--- src/rtl/toy_bus_pkg.sv ---
// Shared toy bus definitions: payload widths,
// request/ack bundles and the two-way grant type.
package toy_bus_pkg;

  localparam int ADDR_W = 32;
  localparam int STRB_W = 32;
  localparam int DATA_W = 256;
  localparam int ID_W   = 4;
  localparam int SB_W   = 32;

  typedef struct packed {
    logic [ADDR_W-1:0] addr;
    logic [STRB_W-1:0] strb;
    logic [DATA_W-1:0] data;
    logic              opcode;
    logic [ID_W-1:0]   src_id;
    logic [ID_W-1:0]   tgt_id;
    logic [SB_W-1:0]   sideband;
  } ToyBusReq;

  typedef struct packed {
    logic              opcode;
    logic [DATA_W-1:0] data;
    logic [SB_W-1:0]   sideband;
    logic [ID_W-1:0]   src_id;
    logic [ID_W-1:0]   tgt_id;
  } ToyBusAck;

  typedef enum logic {
    GNT_IN0 = 1'b0,
    GNT_IN1 = 1'b1
  } gnt_e;

endpackage

--- src/rtl/toy_bus_rr_arb2.sv ---
// Two-input round-robin arbiter with grant lock while stalled.
// Ports: clk, rst_n, i_elig[1:0], i_rdy -> o_gnt, o_vld.
module toy_bus_rr_arb2
  import toy_bus_pkg::*;
(
  input  logic       clk,
  input  logic       rst_n,
  input  logic [1:0] i_elig,
  input  logic       i_rdy,
  output gnt_e       o_gnt,
  output logic       o_vld
);

  gnt_e r_ptr;
  gnt_e r_gnt;
  logic r_lock;
  gnt_e w_gnt;

  // A stalled grant is held; otherwise the pointer
  // only decides when both inputs compete.
  always_comb begin
    w_gnt = GNT_IN0;
    if (r_lock)
      w_gnt = r_gnt;
    else if (&i_elig)
      w_gnt = r_ptr;
    else if (i_elig[1])
      w_gnt = GNT_IN1;
  end

  assign o_gnt = w_gnt;
  assign o_vld = (w_gnt == GNT_IN1) ?
                 i_elig[1] : i_elig[0];

  always_ff @(posedge clk or negedge rst_n) begin
    if (!rst_n) begin
      r_ptr  <= GNT_IN0;
      r_gnt  <= GNT_IN0;
      r_lock <= 1'b0;
    end else begin
      r_lock <= o_vld & ~i_rdy;
      if (o_vld)
        r_gnt <= w_gnt;
      if (o_vld && i_rdy)
        r_ptr <= (w_gnt == GNT_IN0) ?
                 GNT_IN1 : GNT_IN0;
    end
  end

endmodule

--- src/rtl/toy_bus_arb2ch_req_dec_ack.sv ---
// Two initiators merged onto one target; acks decoded back by tgt_id.
// Ports: in0/in1 req+ack channels, out0 req+ack channels, err_ack.
module toy_bus_arb2ch_req_dec_ack
  import toy_bus_pkg::*;
#(
  parameter logic [ID_W-1:0] IN0_ID  = 4'd0,
  parameter logic [ID_W-1:0] IN1_ID  = 4'd1,
  parameter int              MAX_OST = 4
) (
  input  logic              clk,
  input  logic              rst_n,
  input  logic              in0_req_vld,
  output logic              in0_req_rdy,
  input  logic [ADDR_W-1:0] in0_req_addr,
  input  logic [STRB_W-1:0] in0_req_strb,
  input  logic [DATA_W-1:0] in0_req_data,
  input  logic              in0_req_opcode,
  input  logic [ID_W-1:0]   in0_req_src_id,
  input  logic [ID_W-1:0]   in0_req_tgt_id,
  input  logic [SB_W-1:0]   in0_req_sideband,
  output logic              in0_ack_vld,
  input  logic              in0_ack_rdy,
  output logic              in0_ack_opcode,
  output logic [DATA_W-1:0] in0_ack_data,
  output logic [SB_W-1:0]   in0_ack_sideband,
  output logic [ID_W-1:0]   in0_ack_src_id,
  output logic [ID_W-1:0]   in0_ack_tgt_id,
  input  logic              in1_req_vld,
  output logic              in1_req_rdy,
  input  logic [ADDR_W-1:0] in1_req_addr,
  input  logic [STRB_W-1:0] in1_req_strb,
  input  logic [DATA_W-1:0] in1_req_data,
  input  logic              in1_req_opcode,
  input  logic [ID_W-1:0]   in1_req_src_id,
  input  logic [ID_W-1:0]   in1_req_tgt_id,
  input  logic [SB_W-1:0]   in1_req_sideband,
  output logic              in1_ack_vld,
  input  logic              in1_ack_rdy,
  output logic              in1_ack_opcode,
  output logic [DATA_W-1:0] in1_ack_data,
  output logic [SB_W-1:0]   in1_ack_sideband,
  output logic [ID_W-1:0]   in1_ack_src_id,
  output logic [ID_W-1:0]   in1_ack_tgt_id,
  output logic              out0_req_vld,
  input  logic              out0_req_rdy,
  output logic [ADDR_W-1:0] out0_req_addr,
  output logic [STRB_W-1:0] out0_req_strb,
  output logic [DATA_W-1:0] out0_req_data,
  output logic              out0_req_opcode,
  output logic [ID_W-1:0]   out0_req_src_id,
  output logic [ID_W-1:0]   out0_req_tgt_id,
  output logic [SB_W-1:0]   out0_req_sideband,
  input  logic              out0_ack_vld,
  output logic              out0_ack_rdy,
  input  logic              out0_ack_opcode,
  input  logic [DATA_W-1:0] out0_ack_data,
  input  logic [SB_W-1:0]   out0_ack_sideband,
  input  logic [ID_W-1:0]   out0_ack_src_id,
  input  logic [ID_W-1:0]   out0_ack_tgt_id,
  output logic              err_ack
);

  localparam logic [2:0] MAX_C = 3'(MAX_OST);

  logic [2:0] r_ost [2];
  ToyBusReq   w_req0;
  ToyBusReq   w_req1;
  ToyBusReq   w_req;
  ToyBusAck   w_ack;
  gnt_e       w_gnt;
  logic       w_gvld;
  logic [1:0] w_elig;
  logic [1:0] w_req_x;
  logic [1:0] w_ack_x;
  logic [1:0] w_zero;
  logic       w_hit0;
  logic       w_hit1;

  assign w_req0 = '{addr: in0_req_addr,
                    strb: in0_req_strb,
                    data: in0_req_data,
                    opcode: in0_req_opcode,
                    src_id: in0_req_src_id,
                    tgt_id: in0_req_tgt_id,
                    sideband: in0_req_sideband};
  assign w_req1 = '{addr: in1_req_addr,
                    strb: in1_req_strb,
                    data: in1_req_data,
                    opcode: in1_req_opcode,
                    src_id: in1_req_src_id,
                    tgt_id: in1_req_tgt_id,
                    sideband: in1_req_sideband};

  // Eligibility uses the registered count, so an ack
  // freeing a slot only helps from the next cycle.
  assign w_elig[0] = in0_req_vld & (r_ost[0] < MAX_C);
  assign w_elig[1] = in1_req_vld & (r_ost[1] < MAX_C);

  toy_bus_rr_arb2 u_arb (
    .clk    (clk),
    .rst_n  (rst_n),
    .i_elig (w_elig),
    .i_rdy  (out0_req_rdy),
    .o_gnt  (w_gnt),
    .o_vld  (w_gvld)
  );

  assign w_req = (w_gnt == GNT_IN1) ? w_req1 : w_req0;

  assign out0_req_vld      = rst_n & w_gvld;
  assign out0_req_addr     = w_req.addr;
  assign out0_req_strb     = w_req.strb;
  assign out0_req_data     = w_req.data;
  assign out0_req_opcode   = w_req.opcode;
  assign out0_req_src_id   = w_req.src_id;
  assign out0_req_tgt_id   = w_req.tgt_id;
  assign out0_req_sideband = w_req.sideband;

  assign in0_req_rdy = out0_req_vld & out0_req_rdy &
                       (w_gnt == GNT_IN0);
  assign in1_req_rdy = out0_req_vld & out0_req_rdy &
                       (w_gnt == GNT_IN1);

  assign w_ack = '{opcode: out0_ack_opcode,
                   data: out0_ack_data,
                   sideband: out0_ack_sideband,
                   src_id: out0_ack_src_id,
                   tgt_id: out0_ack_tgt_id};

  assign w_hit0 = (out0_ack_tgt_id == IN0_ID);
  assign w_hit1 = ~w_hit0 & (out0_ack_tgt_id == IN1_ID);

  assign in0_ack_vld = rst_n & out0_ack_vld & w_hit0;
  assign in1_ack_vld = rst_n & out0_ack_vld & w_hit1;

  // Unroutable acks are swallowed so the target never stalls.
  assign out0_ack_rdy = rst_n & (w_hit0 ? in0_ack_rdy :
                                 w_hit1 ? in1_ack_rdy : 1'b1);

  assign in0_ack_opcode   = w_ack.opcode;
  assign in0_ack_data     = w_ack.data;
  assign in0_ack_sideband = w_ack.sideband;
  assign in0_ack_src_id   = w_ack.src_id;
  assign in0_ack_tgt_id   = w_ack.tgt_id;
  assign in1_ack_opcode   = w_ack.opcode;
  assign in1_ack_data     = w_ack.data;
  assign in1_ack_sideband = w_ack.sideband;
  assign in1_ack_src_id   = w_ack.src_id;
  assign in1_ack_tgt_id   = w_ack.tgt_id;

  assign w_req_x = {in1_req_vld & in1_req_rdy,
                    in0_req_vld & in0_req_rdy};
  assign w_ack_x = {in1_ack_vld & in1_ack_rdy,
                    in0_ack_vld & in0_ack_rdy};
  assign w_zero  = {r_ost[1] == 3'd0, r_ost[0] == 3'd0};

  assign err_ack = rst_n &
                   ((out0_ack_vld & ~w_hit0 & ~w_hit1) |
                    (|(w_ack_x & w_zero)));

  always_ff @(posedge clk or negedge rst_n) begin
    if (!rst_n) begin
      r_ost[0] <= 3'd0;
      r_ost[1] <= 3'd0;
    end else begin
      for (int n = 0; n < 2; n++) begin
        case ({w_req_x[n], w_ack_x[n]})
          2'b10: r_ost[n] <= r_ost[n] + 3'd1;
          2'b01: if (!w_zero[n])
                   r_ost[n] <= r_ost[n] - 3'd1;
          default: ;
        endcase
      end
    end
  end

endmodule

--- config.mk ---
export PLATFORM = sky130hd
export DESIGN_NAME = toy_bus_arb2ch_req_dec_ack
export DESIGN_NICKNAME = d
export VERILOG_FILES = /design/src/rtl/toy_bus_pkg.sv /design/src/rtl/toy_bus_rr_arb2.sv /design/src/rtl/toy_bus_arb2ch_req_dec_ack.sv
export SDC_FILE = /design/constraint.sdc
export NUM_CORES = 1
export LEC_CHECK = 0
export CORE_AREA = 5 5 778 780
export DETAILED_ROUTE_END_ITERATION = 16
export DIE_AREA = 0 0 783 785
export HOLD_SLACK_MARGIN = 0.12
export SLEW_MARGIN = 20
export SYNTH_ARGS = -nofsm -noshare
export SYNTH_HDL_FRONTEND = slang
export SYNTH_HIERARCHICAL = 1
export SYNTH_SLANG_ARGS = --single-unit
--- constraint.sdc ---
create_clock -name clk -period 2.7 [get_ports clk]
set_input_delay 0.27 -clock clk [delete_from_list [all_inputs] [get_ports clk]]
set_output_delay 0.27 -clock clk [all_outputs]
set_load 0.05 [all_outputs]
; ---- Yosys cells after proc, flatten, opt, wreduce, memory -nomap -nowiden
; Cells that the tools add are included.
[totals]
register_bits = 9
in_bits = 1027
wordCells = 65
[classes]
add_sub_neg = 4
magnitude_cmp = 2
n_eq_ne = 7
mux = 12
bitwise_logic = 25
n_reduce_logical = 10
[op_table]
columns = cell, count
row1 = 361-bit 2-to-1 mux, 1
row2 = 1-bit AND, 19
row3 = 3-bit one-hot mux with 2 select lines, 2
row4 = 1-bit 2-to-1 mux, 7
row5 = "3-bit by 1-bit adder with 3-bit output, second input constant", 2
row6 = 3-bit zero test, 2
row7 = "3-bit less-than comparator, second input constant", 2
row8 = 3-bit 2-to-1 mux, 2
row9 = 2-bit AND reduction, 3
row10 = "3-bit by 1-bit subtractor with 3-bit output, second input constant", 2
row11 = "2-bit by 1-bit equality test with 1-bit output, second input constant", 2
row12 = "2-bit equality test, second input constant", 2
row13 = "4-bit by 1-bit equality test with 1-bit output, second input constant", 1
row14 = 4-bit zero test, 1
row15 = "2-bit inequality test, second input constant", 2
row16 = 1-bit inverter, 4
row17 = 2-bit nonzero test, 2
row18 = 2-bit AND, 1
row19 = 2-bit OR reduction, 1
row20 = 1-bit logical AND, 1
row21 = 1-bit bitwise OR, 1

; ---- Longest topological paths before layout
; Gate-level depths: netlist of run 1.
[depth]
ltp_word = 13
depth_mapped = 11
ltp_nobuf = 11

; ---- By module
; The synthesis of run 1 kept the hierarchy.
[by_module_without_submodules]
columns = module, n_inst, cells_per_inst, area_per_inst_um2, seq_area_each_um2
row1 = toy_bus_arb2ch_req_dec_ack, 1, 1052, 9248.9, 150.1
row2 = toy_bus_rr_arb2, 1, 18, 186.4, 75.1

; ---- Least setup slack after synthesis of run 1
; No wires, ideal clock.
[synth_timing]
kind = register -> register
startpoint = register r_ost[5] (netlist bit)
endpoint = register r_ost[1] (netlist bit)
setup_time_ps = 125
arrival_ps = 2498
required_ps = 2575
path_slack_ps = 77
stages_incl_launch_ff = 10
path_cell_list = dfrtp_1 > nor2b_1 > a21bo_1 > a21oi_1 > and4_1 > a211o_2 > xnor2_1 > ha_1 > nor2b_1 > mux2_2
[synth_via]
elab_chain_cells = 13
elab_cells_between_ends = 16
classes_between = order compare (1) / eq/ne (3) / mux (4) / bitwise (5) / reduce/logical (3)
[synth_rtl]
columns = element, line
row1 = start: declaration, toy_bus_arb2ch_req_dec_ack.sv:65  ; logic [2:0] r_ost [2];
row2 = start signal: indexed assignment, toy_bus_arb2ch_req_dec_ack.sv:168  ; 2'b10: r_ost[n] <= r_ost[n] + 3'd1;
row3 = start signal: indexed assignment, toy_bus_arb2ch_req_dec_ack.sv:170  ; r_ost[n] <= r_ost[n] - 3'd1;
row4 = 3-bit less-than comparator (*), toy_bus_arb2ch_req_dec_ack.sv:96  ; assign w_elig[0] = in0_req_vld & (r_ost[0] < MAX_C);
row5 = 1-bit AND (*), toy_bus_arb2ch_req_dec_ack.sv:96
row6 = named net w_elig[0], toy_bus_arb2ch_req_dec_ack.sv:72  ; logic [1:0] w_elig;
row7 = 2-bit AND reduction, toy_bus_rr_arb2.sv:25  ; else if (&i_elig)
row8 = 1-bit 2-to-1 mux, toy_bus_rr_arb2.sv:25
row9 = 1-bit 2-to-1 mux, toy_bus_rr_arb2.sv:23  ; if (r_lock)
row10 = 1-bit 2-to-1 mux (*), toy_bus_rr_arb2.sv:32  ; assign o_vld = (w_gnt == GNT_IN1) ?
row11 = named net w_gvld, toy_bus_arb2ch_req_dec_ack.sv:71  ; logic w_gvld;
row12 = 1-bit AND (*), toy_bus_arb2ch_req_dec_ack.sv:110  ; assign out0_req_vld = rst_n & w_gvld;
row13 = 1-bit AND (*) (2 in a row), toy_bus_arb2ch_req_dec_ack.sv:121  ; assign in1_req_rdy = out0_req_vld & out0_req_rdy &
row14 = named net in1_req_rdy, toy_bus_arb2ch_req_dec_ack.sv:29  ; output logic in1_req_rdy,
row15 = 1-bit AND (*), toy_bus_arb2ch_req_dec_ack.sv:151  ; assign w_req_x = {in1_req_vld & in1_req_rdy,
row16 = 2-bit by 1-bit equality test with 1-bit output or 2-bit equality test (tied branches), toy_bus_arb2ch_req_dec_ack.sv:167  ; case ({w_req_x[n], w_ack_x[n]})
row17 = 2-bit inequality test (no line) or 2-bit nonzero test (tied branches), n/a
row18 = 2-bit AND reduction (no line), n/a
; Mark *: on every way through the listed nets, which the timed path passes. The rest lies on a longest branch.
; A chain may end at the register's enable or synchronous reset.

; ---- Worst setup path after layout of run 1
[layout_timing]
startpoint = register r_ost[2] (netlist bit)
endpoint = output port out0_req_sideband[3]
[layout_via]
elab_chain_cells = 6
elab_cells_between_ends = 7
classes_between = order compare (1) / mux (4) / bitwise (1) / reduce/logical (1)
[layout_rtl]
columns = element, line
row1 = 3-bit less-than comparator (*), toy_bus_arb2ch_req_dec_ack.sv:97  ; assign w_elig[1] = in1_req_vld & (r_ost[1] < MAX_C);
row2 = 1-bit AND (*), toy_bus_arb2ch_req_dec_ack.sv:97
row3 = named net w_elig[1], toy_bus_arb2ch_req_dec_ack.sv:72
row4 = 1-bit 2-to-1 mux or 2-bit AND reduction (tied branches), "toy_bus_rr_arb2.sv:27, toy_bus_rr_arb2.sv:25"
row5 = 1-bit 2-to-1 mux (*), toy_bus_rr_arb2.sv:25
row6 = 1-bit 2-to-1 mux (*), toy_bus_rr_arb2.sv:23
row7 = named net w_gnt, toy_bus_arb2ch_req_dec_ack.sv:70  ; gnt_e w_gnt;
row8 = 361-bit 2-to-1 mux (*), toy_bus_arb2ch_req_dec_ack.sv:108  ; assign w_req = (w_gnt == GNT_IN1) ? w_req1 : w_req0;
row9 = end: declaration, toy_bus_arb2ch_req_dec_ack.sv:52  ; output logic [SB_W-1:0] out0_req_sideband,
; Marks and branches as above.

==> run_results.csv, run 1 <==
group,metric,value,unit
synthesis,synth-main-ff-cell,"dfrtp_1",
timing,finalWorstSetupSlack,-0.144,ns
timing,slew_viol_final,0,
clocking,cts_hold_buf,0,
pwr,p_per_area,753,mW/mm2
timing,fin_crit,2.84,ns
critical_path,cp.required,2.43,ns
clocking,cts_buffer_depth,2,
synthesis,synth_edf_count,0,
timing,fin_crit_sh,105,%
critical_path,cp.arrival,2.57,ns
route,firstDrtPassIters,6,
clocking,cts_tree,"built",
final_layout,stdcell_area,0.0305,mm2
placement,placed_area,0.0279,mm2
critical_path,timing.rr.start,"r_ost[5]",
global_routing,grtUsageTotal,13.8,%
global_routing,antenna_found_initial,460,
pwr,peakVddDrop,0.539,mV
clocking,root_buffer,"clkbuf_16",
timing,final.setup.tns,-14.04,ns
synthesis,ys_seq_elements,9,
route,vias,14900,
clocking,cts_sinks,9,
timing,grt_setup_unrepaired,"yes",
global_routing,grt_pass1_wl,474,mm
route,drt-initial-drc-count,975,
route,viasPerCell,1.55,
timing,clock_skew,0.00480,ns
clocking,path_clk_slew,0.04,ns
die,coreArea,0.597,mm2
critical_path,crit_path_start_kind,"flop",
synthesis,syn_area,0.00944,mm2
synthesis,ys.warnings.count,6,
final_layout,drive_gt1_share,51.9,%
critical_path,crit_path_start,"r_ost[2]",
pwr,p_leak,0.00897,uW
die,initial_core_util,1.58,%
final_layout,syn_to_final_growth,223,%
route,post_drt_wl_per_cell,46.3,um
timing,hold_viol_final,0,
run,maxCapViolCount,0,
die,pin_count,1989,
run_status,status,"complete, but fails checks",
synthesis,syn_avg_cell_area,8.82,um2
route,drc_errors,0,
timing,worst_slew_pin_slew,0.656,ns
route,finalWirelength,446,mm
die,die_x,783,um
die,die_area,0.615,mm2
placement,dp_hpwl,419,mm
die,row_count,284,
timing,setup_viol,196,
final_layout,nFillCells,70400,
global_routing,grt_max_degree,37,
global_routing,grt_overflow_total,0,
clocking,clk_latency,0.25,ns
route,drtAntennaViolNets,0,
timing,fmax,352,MHz
timing,slew_headroom,56.1,%
synthesis,yosysSeqAreaShare,2.39,%
critical_path,cp_max_fo,7,
synthesis,async_flop_share,100,%
global_routing,grt_pass1_vias,12800,
critical_path,worstSetupPathType,"flop to output pin",
synthesis,synthCells,1070,
timing,whs,0.138,ns
placement,gp_congestion,1.16,
final_layout,nNetsFinal,2673,
placement,portBuffers,1109,
synthesis,synth_fp_nets,2099,
placement,place_ws,-0.384,ns
hold_path,min_path_type,"input pin to asynchronous set/reset pin",
clocking,numCtsBuffers,3,
run_status,violations,"setup timing",
die,die_h,785,um
clocking,htreeDepth,1,
synthesis,ys_types,45,
critical_path,end_kind,"output pin",
==> path summary, 6_finish.rpt <==
path	to	slack, ns	cells past startpoint
setup / recovery	out0_req_sideband[3]	-0.14	10
hold / removal	r_ost[0]	0.14	1
setup reg to reg	r_ost[1]	0.27	10
hold reg to reg	r_ost[4]	0.59	2
max in group asynchronous	u_arb/r_lock	2.07	2
min in group clk	in0_ack_data[87]	0.54	0
==> cell usage after synthesis (2+ instances only) <==
library cell  instances  share of area (%)
o21ai_0               3               0.16
nor3_1                5               0.27
nor2b_1               5               0.33
buf_2                29                1.5
inv_1                 5               0.20
a21oi_1               2               0.11
dfrtp_1               9                2.4
mux2_2              365                 44
o211ai_1              2               0.16
clkbuf_1             10               0.40
or3_1                 2               0.13
nand2_1               4               0.16
mux2i_1               2               0.21
nor2_1                3               0.12
buf_4               594                 47
==> cell families after synthesis <==
| family | after synthesis | share of synthesized area, % |
|---|---|---|
| flops | 9 | 2.39 |
| buf+inv | 640 | 49.6 |
| compound gates | 20 | 1.75 |
| fa+ha+maj | 2 | 0.345 |
| mux | 368 | 43.9 |
| simple gates | 30 | 1.94 |
| xor+xnor | 1 | 0.0928 |
==> report_power, final <==
part	total [uW]	switching, uW	internal [uW]
registers	270	74.1	196
clock network	274	75.4	198
logic	22400	12700	9770
total	23000	12800	10200
==> layout make-up <==
| type | instances | area [um2] | share of cell area [%] |
|---|---|---|---|
| Antenna cell | 124 | 310 | 1.02 |
| Sequential cell | 9 | 225 | 0.738 |
| Tap cell | 7865 | 9840 | 32.3 |
| Timing Repair Buffer | 1204 | 14800 | 48.5 |
| Clock buffer | 4 | 78.8 | 0.258 |
| Inverter | 5 | 18.8 | 0.0615 |
| Multi-Input combinational cell | 421 | 5250 | 17.2 |
==> registers in the layout (all words and copies together) (netlist names) <==
register	cells
r_ost	6
u_arb/r_gnt	1
u_arb/r_lock	1
u_arb/r_ptr	1
==> routing by layer <==
metal | track usage [%] | wire length (um) | up-vias
li1 | - | - | 4315
met1 | 9.99 | 111000 | 6188
met2 | 21.2 | 191000 | 3140
met3 | 17.2 | 117000 | 1099
met4 | 5.30 | 23100 | 198
met5 | 2.92 | 3650 | -
==> critical path, cell delays in order, from the launching register on <==
cell      delay [ns]
dfrtp_1         0.40
nor2b_4         0.17
nand2b_4        0.08
o21ai_4         0.20
buf_12          0.18
buf_16          0.17
buf_6           0.12
buf_16          0.16
buf_8           0.17
mux2_2          0.38
buf_12          0.16
==> through the flow <==
step / util (%) / std cells / total power (uW)
2_1_floorplan: - / 1070 / 11600
3_3_place_gp: 4.68 / 9461 / 19900
3_5_place_dp: 4.68 / 9461 / 19900
4_1_cts: 4.97 / 9500 / 22500
5_1_grt: 5.08 / 9571 / 23700
6_report: 5.11 / 9632 / 23000
==> cells in the final DEF (no fill, tap or decap), types with 7 or more instances in the layout <==
| cell type | netlist | routed |
|---|---|---|
| clkdlybuf4s50_1 | 0 | 732 |
| buf_12 | 0 | 228 |
| mux2_2 | 365 | 188 |
| mux2_4 | 1 | 178 |
| diode_2 | 0 | 124 |
| buf_4 | 594 | 111 |
| buf_8 | 0 | 67 |
| buf_6 | 1 | 41 |
| buf_16 | 0 | 16 |
| dfrtp_1 | 9 | 9 |
| clkbuf_16 | 0 | 7 |
==> timing repair <==
item,4_1_cts,5_1_grt
endpoints found under the hold margin,0,0
setup endpoints to repair,362,271
gates cloned,11,4
gates resized for setup,294,121
pin swaps,1,1
setup buffers,26,10
Power figures use the tool's default switching activity.
==> run 2, diff against run 1 <==
Settings changed: CELL_PAD_IN_SITES_DETAIL_PLACEMENT set to 1, CELL_PAD_IN_SITES_GLOBAL_PLACEMENT set to 1, CORE_AREA 5 5 778 780 to 5 5 774 776, DIE_AREA 0 0 783 785 to 0 0 779 781, PLACE_DENSITY_LB_ADDON set to 0.1, SKIP_LAST_GASP set to 1.
==> run_results.csv, run 2 (synthesized netlist as in run 1, its figures left out) <==
group,metric,value,unit
run_status,status,"complete, but fails checks",
run_status,violations,"setup timing",
timing,fin_crit_sh,100,%
die,pin_count,1989,
critical_path,crit_buf_inv,7,
global_routing,gr-usage-met3,11.9,%
global_routing,grt_pass1_wl,366,mm
global_routing,grt_overflow_total,0,
critical_path,reg2reg_depth,10,
pwr,p_int,10900,uW
route,drc_errors,0,
die,die_x,779,um
clocking,numCtsBuffers,3,
global_routing,busiest_layer,"met2",
critical_path,timing.rr.start,"r_ost[2]",
clocking,cts_buffer_depth,2,
critical_path,critPathSlowestCell,"dfrtp_2",
global_routing,grt_max_degree,17,
die,coreArea,0.592,mm2
critical_path,crit_path_start_kind,"flop",
pwr,p_per_area,791,mW/mm2
final_layout,nNetsFinal,2700,
critical_path,worstSetupPathType,"flop to output pin",
global_routing,antenna_found_initial,290,
final_layout,nFillCells,69900,
global_routing,grt_util_met2,16.9,%
critical_path,timing.rr.end,"r_ost[5]",
final_layout,largest_reg_flops,6,
timing,fin_crit,2.71,ns
pwr,switching_share,55.7,%
pwr,total_power,24500,uW
pwr,p_leak,0.00932,uW
clocking,htreeDepth,1,
timing,final.setup.tns,-0.0510,ns
placement,portBuffers,1109,
die,die_area,0.608,mm2
pwr,power_frac_clock,1.1,%
critical_path,cp_max_fo,7,
final_layout,syn_to_final_growth,229,%
pwr,power_frac_seq,1.2,%
global_routing,grt_pass1_vias,12800,
die,initial_core_util,1.59,%
route,drtAntennaViolNets,0,
route,finalWirelength,336,mm
timing,grt_setup_unrepaired,"yes",
clocking,clk_latency,0.24,ns
final_layout,regMostFlops,"r_ost",
timing,clock_skew,0.00216,ns
critical_path,worstPathCellList,"nor2b_4, nor2b_4, o21ai_4, buf_12, buf_16, buf_12, buf_16, buf_12, buf_12, mux2_4, buf_12",
global_routing,grtUsageMet1,7.89,%
pwr,comb_power_share,97.7,%
route,firstDrtPassIters,4,
route,viasPerCell,1.26,
timing,slew_viol_final,0,
critical_path,end_kind,"output pin",
final_layout,layout_common_cells,"clkdlybuf4s50_1 (739), buf_12 (238), mux2_4 (197), mux2_2 (169), buf_4 (113)",
hold_path,min_path_type,"input pin to asynchronous set/reset pin",
timing,hold_viol_final,0,
critical_path,crit_path_max_incr_delay,0.44,ns
timing,finalWorstSetupSlack,-0.0121,ns
die,row_count,283,
clocking,cts_tree,"built",
clocking,cts_hold_buf,0,
timing,whs,0.480,ns
route,vias,12100,
critical_path,crit_top_cell,"buf_12",
placement,dp_hpwl,319,mm
run,maxCapViolCount,0,
timing,worst_slew_pin_slew,0.539,ns
final_layout,drive_gt1_share,52.6,%
timing,fmax,369,MHz
route,post_drt_wl_per_cell,35.1,um
die,die_h,781,um
clocking,root_buffer,"clkbuf_16",
final_layout,final_common_cell,"clkdlybuf4s50_1",
global_routing,grtUsageTotal,10.5,%
route,drt-initial-drc-count,458,
critical_path,reg2reg_slack,0.22,ns
placement,gp_congestion,0.814,
pwr,peakVddDrop,0.391,mV
critical_path,cp.required,2.43,ns
critical_path,cp.arrival,2.44,ns
pwr,p_switching,13700,uW
critical_path,path_delay_family,"buffers and inverters",
clocking,path_clk_slew,0.04,ns
clocking,cts_sinks,9,
timing,slew_headroom,64.0,%
timing,setup_viol,10,
[run 2: worst max path at each step]
stage / to / depth (start not counted) / slack, ns / from
6_report: out0_req_strb[8] / 11 / -0.01 / r_ost[5]
5_1_grt: out0_req_strb[8] / 11 / -0.13 / r_ost[2]
4_1_cts: out0_req_data[185] / 11 / -0.14 / r_ost[5]
3_5_place_dp: out0_req_data[55] / 8 / -0.65 / in1_req_vld
3_3_place_gp: out0_req_data[57] / 8 / -0.63 / in1_req_vld
2_1_floorplan: r_ost[1] / 9 / 0.08 / r_ost[5]
[run 2: area by class of cell]
cell class              instances  area, um2  share of cell area [%]
clock buffers                   4       78.8                   0.254
inverters                       5       18.8                  0.0605
well taps                    7837       9810                    31.6
repair buffers               1231      15400                    49.6
multi-input cells             421       5330                    17.2
flip-flops and latches          9        228                   0.734
diodes                         67        168                   0.540
[run 2: power groups by stage]
stage / logic, uW / clock network [uW] / registers (uW)
3_3_place_gp: 21200 / 0 / 292
5_1_grt: 25200 / 295 / 298
4_1_cts: 23900 / 286 / 283
3_5_place_dp: 21100 / 0 / 283
6_report: 24000 / 271 / 284
2_1_floorplan: 11400 / 0 / 246
[run 2: per-layer routing]
metal | up-vias | wire length, um
li1 | 4307 | -
met5 | - | 695
met2 | 1840 | 149000
met4 | 104 | 17500
met3 | 719 | 83300
met1 | 5088 | 85500
[run 2: per-stage QoR]
| stage | util (%) | setup slack (ns) | area, um2 | std cells |
|---|---|---|---|---|
| floorplan | - | 0.0769 | 9440 | 1070 |
| global placement | 4.75 | -0.631 | 28100 | 9453 |
| detailed placement | 4.75 | -0.649 | 28100 | 9453 |
| CTS | 5.06 | -0.139 | 29900 | 9494 |
| global route | 5.22 | -0.131 | 30900 | 9517 |
| finish | 5.24 | -0.0121 | 31000 | 9574 |
[run 2: repair_timing]
item / 4_1_cts / 5_1_grt
buffers inserted: 19 / 14
hold endpoints to repair: 0 / 0
pin swaps: 1 / 1
cloned: 19 / 5
endpoints found under the setup margin: 364 / 333
resized for setup: 236 / 211
==> run 3, diff against run 2 <==
Settings changed: ABC_CLOCK_PERIOD_IN_PS set to 2700, CELL_PAD_IN_SITES_DETAIL_PLACEMENT 1 to unset, CELL_PAD_IN_SITES_GLOBAL_PLACEMENT 1 to unset, CORE_AREA 5 5 774 776 to 5 5 778 780, DIE_AREA 0 0 779 781 to 0 0 783 785, PLACE_DENSITY_LB_ADDON 0.1 to unset, SYNTH_HIERARCHICAL 1 to unset.
==> run_results.csv, run 3 <==
group,metric,value,unit
synthesis,yosys.area.top_type_share,47.2,%
timing,clock_skew,0.000629,ns
critical_path,cp.required,2.43,ns
critical_path,cp_max_fo,13,
final_layout,layout_common_cells,"clkdlybuf4s50_1 (731), mux2_2 (276), buf_12 (257), buf_4 (105), mux2_4 (86)",
synthesis,synthTopCellsByCount,"buf_4 (594), mux2_2 (362), buf_2 (29), clkbuf_1 (11), dfrtp_1 (9)",
placement,dp_hpwl,401,mm
synthesis,synth_edf_count,0,
clocking,numCtsBuffers,3,
synthesis,syn_avg_cell_area,8.72,um2
timing,fmax,366,MHz
final_layout,nNetsFinal,2669,
clocking,htreeDepth,1,
timing,slew_headroom,44.5,%
synthesis,synthCells,1084,
synthesis,async_flop_share,100,%
die,die_x,783,um
synthesis,ys.warnings.count,0,
final_layout,final_common_cell,"clkdlybuf4s50_1",
route,vias,14300,
route,post_drt_wl_per_cell,44.8,um
global_routing,antenna_found_initial,455,
critical_path,cp.arrival,2.46,ns
synthesis,synth_fp_nets,2113,
final_layout,stdcell_area,0.0302,mm2
critical_path,worstSetupPathType,"flop to output pin",
timing,setup_viol,40,
pwr,p_leak,0.00839,uW
critical_path,end_kind,"output pin",
run,maxCapViolCount,0,
placement,placed_area,0.0283,mm2
die,die_area,0.615,mm2
pwr,peakVddDrop,0.176,mV
timing,hold_viol_final,0,
synthesis,synth-main-ff-cell,"dfrtp_1",
clocking,cts_tree,"built",
global_routing,grtUsageTotal,13.3,%
run_status,violations,"setup timing",
route,drt-initial-drc-count,1214,
synthesis,synth_most_common_cell,"buf_4",
synthesis,ys_types,40,
clocking,clk_latency,0.24,ns
synthesis,syn_area,0.00945,mm2
timing,grt_setup_unrepaired,"yes",
final_layout,largest_reg_flops,6,
route,firstDrtPassIters,8,
global_routing,grt_max_degree,46,
critical_path,crit_path_start_kind,"flop",
synthesis,ys_seq_elements,9,
pwr,p_per_area,323,mW/mm2
global_routing,grt_pass1_vias,12100,
die,coreArea,0.597,mm2
global_routing,grt_overflow_total,0,
route,finalWirelength,431,mm
clocking,cts_hold_buf,0,
placement,gp_congestion,1.15,
final_layout,syn_to_final_growth,219,%
placement,portBuffers,1109,
die,row_count,284,
global_routing,grt_pass1_wl,457,mm
route,drtAntennaViolNets,0,
route,viasPerCell,1.49,
clocking,root_buffer,"clkbuf_16",
die,die_h,785,um
die,pin_count,1989,
clocking,path_clk_slew,0.04,ns
final_layout,drive_gt1_share,50.6,%
timing,slew_viol_final,0,
die,initial_core_util,1.58,%
hold_path,min_path_type,"input pin to asynchronous set/reset pin",
timing,fin_crit,2.73,ns
final_layout,regMostFlops,"r_ost",
route,drc_errors,0,
pwr,total_power,9740,uW
synthesis,netlist.top_cell.by_area,"buf_4",
clocking,cts_buffer_depth,2,
timing,worst_slew_pin_slew,0.826,ns
synthesis,yosys-top-cells-area,"buf_4 (47%), mux2_2 (43%), dfrtp_1 (2.4%)",
timing,finalWorstSetupSlack,-0.0322,ns
critical_path,timing.rr.start,"u_arb.r_lock",
run_status,status,"complete, but fails checks",
synthesis,yosysSeqAreaShare,2.38,%
critical_path,crit_path_start,"u_arb.r_lock",
final_layout,nFillCells,70400,
timing,fin_crit_sh,101,%
clocking,cts_sinks,9,
-- run 3: cell count changes in the layout (fill, tap and decap cells not counted), moves of 4 or more --
cell and change:
buf_4 -8, buf_8 -40, mux2_4 -111, buf_16 -12, clkdlybuf4s50_1 -8, clkbuf_16 +4, buf_12 +19, diode_2 +52
mux2_2 +107, nor2_1 +5
-- run 3: cell type report --
| cell class | instances | area [um2] | area share, % |
|---|---|---|---|
| Antenna cell | 119 | 298 | 0.987 |
| Clock buffer | 4 | 78.8 | 0.261 |
| Inverter | 6 | 22.5 | 0.0746 |
| Multi-Input combinational cell | 433 | 4910 | 16.3 |
| Sequential cell | 9 | 228 | 0.755 |
| Tap cell | 7865 | 9840 | 32.6 |
| Timing Repair Buffer | 1187 | 14800 | 49.0 |
-- run 3: kinds of logic (layout without fill, tap and decap cells) --
group | count (synthesis) | count (layout) | share of synthesized area, %
AO/OA/AOI/OAI | 25 | 25 | 1.77
adder cells (fa/ha/maj) | 2 | 2 | 0.265
XOR/XNOR | 4 | 4 | 0.371
AND/OR/NAND/NOR | 39 | 39 | 2.34
flip-flops | 9 | 9 | 2.38
other | 0 | 119 | 0
multiplexers | 363 | 363 | 43.2
buffers and inverters | 642 | 1197 | 49.6
-- run 3: report_power, final --
group	switching (uW)	leakage [uW]	internal (uW)	total, uW
sequential	86.1	0.000102	186	272
clock	70.8	0.0000389	198	269
combinational	5160	0.00825	4030	9200
-- run 3: routing by layer --
layer	vias up	track usage (%)	wire length, um
met1	5994	10.2	113000
met3	970	13.9	97200
met2	2863	21.7	200000
met4	181	5.07	18500
li1	4323	-	-
met5	-	2.36	3130
-- run 3: path summary, 6_finish.rpt --
path	slack, ns	depth (start not counted)	endpoint
worst max-delay path	-0.03	9	out0_req_data[112]
worst min-delay path	0.47	2	r_ost[2]
worst max register to register	0.36	9	r_ost[1]
worst min register to register	0.59	1	r_ost[3]
max in group asynchronous	2.06	2	r_ost[5]
min in group clk	0.54	0	in1_ack_data[42]
-- run 3: worst max-delay path, cell delays in order (launching register included) --
cell       delay [ns]
dfrtp_1          0.40
nor3b_4          0.25
o21ai_2          0.11
nand2_4          0.14
buf_16           0.18
buf_12           0.17
buf_16           0.17
clkbuf_16        0.19
mux2_2           0.34
buf_4            0.19
-- run 3: repair_timing --
action | CTS | global route
gates cloned | 6 | 11
resized for setup | 64 | 165
endpoints found under the setup margin | 360 | 218
buffers inserted | 16 | 5
pin swaps | 5 | 2
-- run 3: through the flow --
stage               std cells  setup TNS (ns)  utilization (%)  hold WS (ns)  setup slack, ns
global placement         9465          -83.07             4.75         0.525           -0.376
global route             9599           -6.07             5.04         0.475          -0.0936
finish                   9623          -0.667             5.05         0.467          -0.0322
CTS                      9490           -8.03             4.86         0.451          -0.0993
detailed placement       9465         -105.53             4.75         0.542           -0.448
floorplan                1084               0                -       -0.0256            0.204
